<file path="src/rtl/inst_fetch.sv">
// Gumnut instruction fetch: PC register, single-beat instruction reads,
// hold/stall and redirect handling. Optional timeout under FETCH_TIMEOUT_EN.
module inst_fetch #(
    parameter logic [11:0] RESET_PC       = 12'h000,
    parameter int          TIMEOUT_CYCLES = 16
) (
    input  logic        clk_i,
    input  logic        rst_i,
    output logic        inst_cyc_o,
    output logic        inst_stb_o,
    output logic [11:0] inst_adr_o,
    input  logic [17:0] inst_dat_i,
    input  logic        inst_ack_i,
    input  logic        stall_i,
    input  logic        redirect_i,
    input  logic [11:0] redirect_addr_i,
    output logic [17:0] inst_o,
    output logic        valid_o,
    output logic [11:0] pc_o,
    output logic        timeout_o
);

    typedef enum logic [1:0] {
        IDLE  = 2'd0,
        FETCH = 2'd1,
        HOLD  = 2'd2
    } state_t;

    state_t      state_q;
    state_t      state_d;
    logic [11:0] pc_q;
    logic [11:0] pc_d;
    logic [17:0] inst_q;
    logic [11:0] pc_o_q;
    logic        capture;

    if (TIMEOUT_CYCLES < 2 || TIMEOUT_CYCLES > 255) begin : g_bad_cfg
        $error("inst_fetch: TIMEOUT_CYCLES out of range 2..255");
    end

`ifdef FETCH_TIMEOUT_EN
    localparam logic [7:0] TMO_LAST = 8'(TIMEOUT_CYCLES - 1);

    logic [7:0] tmo_cnt_q;
    logic       tmo_q;
    logic       tmo_hit;
`endif

    // Next-state, next-PC and capture decisions; redirect always wins
    always_comb begin
        state_d = state_q;
        pc_d    = pc_q;
        capture = 1'b0;
`ifdef FETCH_TIMEOUT_EN
        tmo_hit = 1'b0;
`endif
        unique case (state_q)
            IDLE: begin
                state_d = FETCH;
                if (redirect_i) begin
                    pc_d = redirect_addr_i;
                end
            end
            FETCH: begin
                if (redirect_i) begin
                    pc_d = redirect_addr_i;
                end else if (inst_ack_i) begin
                    capture = 1'b1;
                    pc_d    = pc_q + 12'd1;
                    state_d = HOLD;
                end else begin
`ifdef FETCH_TIMEOUT_EN
                    if (tmo_cnt_q == TMO_LAST) begin
                        tmo_hit = 1'b1;
                        state_d = IDLE;
                    end
`endif
                end
            end
            HOLD: begin
                if (redirect_i) begin
                    pc_d    = redirect_addr_i;
                    state_d = FETCH;
                end else if (!stall_i) begin
                    state_d = FETCH;
                end
            end
            default: state_d = IDLE;
        endcase
    end

    // State, PC and captured instruction registers
    always_ff @(posedge clk_i) begin
        if (rst_i) begin
            state_q <= IDLE;
            pc_q    <= RESET_PC;
            inst_q  <= '0;
            pc_o_q  <= '0;
        end else begin
            state_q <= state_d;
            pc_q    <= pc_d;
            if (capture) begin
                inst_q <= inst_dat_i;
                pc_o_q <= pc_q;
            end
        end
    end

`ifdef FETCH_TIMEOUT_EN
    // Count consecutive unacked FETCH cycles; restart on FETCH entry or redirect
    always_ff @(posedge clk_i) begin
        if (rst_i) begin
            tmo_cnt_q <= '0;
            tmo_q     <= 1'b0;
        end else begin
            tmo_q <= tmo_hit;
            if (redirect_i || (state_d == FETCH && state_q != FETCH)) begin
                tmo_cnt_q <= '0;
            end else if (state_q == FETCH && !inst_ack_i) begin
                tmo_cnt_q <= tmo_cnt_q + 8'd1;
            end
        end
    end

    assign timeout_o = tmo_q;
`else
    assign timeout_o = 1'b0;
`endif

    assign inst_cyc_o = (state_q == FETCH);
    assign inst_stb_o = (state_q == FETCH);
    assign inst_adr_o = pc_q;
    assign valid_o    = (state_q == HOLD);
    assign inst_o     = inst_q;
    assign pc_o       = pc_o_q;

endmodule

</file>
<file path="config.mk">
export PLATFORM = sky130hd
export DESIGN_NAME = inst_fetch
export DESIGN_NICKNAME = d
export VERILOG_FILES = /design/src/rtl/inst_fetch.sv
export SDC_FILE = /design/constraint.sdc
export NUM_CORES = 1
export LEC_CHECK = 0
export ABC_AREA = 1
export CAP_MARGIN = 20
export CORE_MARGIN = 1.5
export CORE_UTILIZATION = 35
export DETAILED_ROUTE_END_ITERATION = 10
export PLACE_DENSITY_LB_ADDON = 0.1
export RECOVER_POWER = 100
export SLEW_MARGIN = 25
export SYNTH_ARGS = -nofsm -noshare
export SYNTH_HDL_FRONTEND = slang
export SYNTH_SLANG_ARGS = --single-unit
</file>
<file path="constraint.sdc">
create_clock -name clk_i -period 2.1 [get_ports clk_i]
set_input_delay 0.42 -clock clk_i [delete_from_list [all_inputs] [get_ports clk_i]]
set_output_delay 0.42 -clock clk_i [all_outputs]
set_load 0.005 [all_outputs]
</file>
==> results.py <==
metrics = {
    "global_route": {
        "grt_overflow": 0,
        "grt_usage_pct": 17.71,
        "grt_pass1_vias": 1894,
        "top_usage_layer": "met2",
        "grt_use_met1_pct": 22.54,
        "grtUsageMet2_pct": 28.07,
        "grt_pass1_wl_um": 8556,
        "antenna_found_initial": 0,
        "use_met3_pct": 6.588,
        "grt_max_degree": 39,
    },
    "timing": {
        "worst_slew_pin_slew_ns": 0.5253,
        "rsz0062_at_grt": "false",
        "slew_violations": 0,
        "fin_tns_setup_ns": 0,
        "maxClockFrequency_mhz": 517.6,
        "setup_viol": 0,
        "hold_viol_final": 0,
        "period_share_pct": 92.00,
        "relSlewSlack_pct": 64.93,
        "final.min_clock_period_ns": 1.932,
        "fin_skew_ns": 0.002030,
        "fin_ws_ns": 0.1680,
    },
    "clock_tree": {
        "cts_buffers": 5,
        "clk_pin_slew_worst_paths_ns": 0.08,
        "post_cts_buffers": 0,
        "cts_sinks": 44,
        "cts_root_buffer": "clkbuf_8",
        "cts_resized": 0,
        "cts_htree_levels": 2,
        "cts_tree": "yes",
        "cts-hold-fix-buffers": 0,
        "cts.path.max_buffers": 2,
        "clock_latency_ns": 0.29,
    },
    "route": {
        "wl_per_cell_um": 12.26,
        "num_vias": 1967,
        "ant_nets": 0,
        "first_pass_iters": 4,
        "via_per_inst": 4.717,
        "drt-total-wl_um": 5113,
        "drt_iter0_markers": 114,
        "drc_errors": 0,
    },
    "setup_path": {
        "worstSetupPathType": "reg2out",
        "cpPeakStageDelay_ns": 0.59,
        "worstRegToRegCells": 6,
        "crit_fanout": 4,
        "cp.required_ns": 1.68,
        "cp.arrival_ns": 1.51,
        "worstPathCellList": "inv_1 > nor2_1 > dlygate4sd3_1",
        "path_delay_family": "buffers and inverters",
        "cp_num_buf_inv": 2,
        "worst-path-stages": 3,
        "slowest_stage": "dlygate4sd3_1",
        "critPathCaptureType": "output port",
        "crit_path_start_kind": "flip-flop",
    },
    "pwr": {
        "ir_drop_mv": 0.4116,
        "power.total_mw": 1.766,
        "power.density_mw_per_mm2": 623.0,
        "leakage_nw": 1.263,
    },
    "hold_path": {
        "min_path_type": "reg2reg",
        "whs_path_depth": 2,
    },
    "yosys": {
        "synth.most_common_cell": "nor2_1",
        "syn_nets": 309,
        "yosysTopAreaCell": "dfxtp_1",
        "synth-main-ff-cell": "dfxtp_1",
        "yosysSeqAreaShare_pct": 45.48,
        "synth_edf_count": 0,
        "synth_top_cell_area_share_pct": 45.48,
        "ys_ff_latch": 44,
        "synth_commonest_cells": "nor2_1, dfxtp_1, nand2_1, a21oi_1, o21ai_0",
        "ys_types": 24,
        "avgSynthCellArea_um2": 7.095,
        "syn_area_mm2": 0.001937,
        "syn_inst": 273,
        "synth.area.top_cells": "dfxtp_1, nor2_1, nand2_1, a21oi_1, o21ai_0",
        "yosysWarningCount": 0,
        "async_flop_share_pct": 0,
    },
    "placement": {
        "dp_cells": 410,
        "hpwl_um": 3535,
        "gp_congestion": 0.8647,
        "place_ws_ns": 0.1871,
        "port_buffers": 79,
    },
    "job": {
        "cap_violations": 0,
    },
    "final_layout": {
        "num_antenna_cells": 0,
        "drive_above_1_share_pct": 5.764,
        "syn_to_final_growth_pct": 46.32,
        "layoutNonFillerInstCount": 417,
        "final_util_pct": 54.45,
        "nets": 383,
        "fillCellCount": 524,
    },
    "floorplan": {
        "fp.dieW_um": 77.39,
        "coreArea_mm2": 0.005205,
        "start_util_pct": 37.21,
        "row_count": 26,
        "dieArea_mm2": 0.005989,
        "dieHeight_um": 77.39,
        "io_pins": 81,
    },
    "status": {
        "outcome": "completed",
    },
}
-- layout by cell type, fill, tap and decap left out, types with 2 or more instances in the layout --
cell,Yosys,routed
clkbuf_8,0,5
nand2_1,35,36
o21ai_1,22,19
buf_4,3,2
a21oi_1,24,24
nand4_1,2,2
nand3_1,12,12
clkdlybuf4s50_1,0,34
dlygate4sd3_1,0,45
dfxtp_1,44,44
o21ai_0,23,26
nor2_1,68,68
nor2_2,2,2
inv_2,6,5
inv_1,12,13
-- logic make-up (layout without fill, tap and decap cells) --
family / Yosys count / in the layout / synth area share (%)
other: 1 / 1 / 0.1936
flip-flops: 44 / 44 / 45.48
AND/OR/NAND/NOR: 122 / 122 / 25.52
buffers and inverters: 33 / 107 / 8.527
adder cells (fa/ha/maj): 1 / 1 / 0.6459
AO/OA/AOI/OAI: 72 / 72 / 19.64
-- final cells by class --
class | count | area (um2) | area share, %
multi-input cells | 196 | 894.6 | 31.57
flip-flops and latches | 44 | 880.8 | 31.08
repair buffers | 82 | 825.8 | 29.14
well taps | 70 | 87.58 | 3.091
clock buffers | 6 | 72.57 | 2.561
inverters | 18 | 67.56 | 2.384
clock inverters | 1 | 5.005 | 0.1766
-- final timing paths --
check | startpoint | end | slack [ns]
setup / recovery | state_q[0] | inst_cyc_o | 0.17
hold / removal | inst_o[17] | inst_o[17] | 0.49
setup reg to reg | state_q[0] | inst_adr_o[7] | 0.53
hold reg to reg | inst_o[17] | inst_o[17] | 0.49
-- through the flow --
step | instance area (um2) | hold slack [ns]
2_1_floorplan | 1937 | 0.4843
3_3_place_gp | 2759 | 0.4767
3_5_place_dp | 2759 | 0.4841
4_1_cts | 2836 | 0.5063
5_1_grt | 2834 | 0.5303
6_report | 2834 | 0.4935
-- state kept, by name (all words and copies together) (netlist names) --
signal	cells
inst_adr_o	12
pc_o	12
inst_o	18
state_q	2
-- layer usage --
layer | up-vias | share of wire, % | routed length, um
li1 | 1030 | - | -
met1 | 872 | 47 | 2397
met2 | 60 | 44 | 2225
met3 | 5 | 8.6 | 438
met4 | 0 | 1.0 | 53
met5 | - | 0 | 0
-- power by group --
| part | internal, mW | switching, mW |
|---|---|---|
| Sequential | 0.886 | 0.0442 |
| Combinational | 0.179 | 0.149 |
| Clock | 0.227 | 0.281 |
| Total | 1.29 | 0.474 |
-- worst register-to-register path, stage by stage (launching register included) --
cell and delay (ns):
dfxtp_1 0.36, nand2_1 0.27, inv_1 0.32, buf_4 0.21
nand2_1 0.08, a21oi_1 0.17, nor2_1 0.07
(Power assumes the default switching activity.)
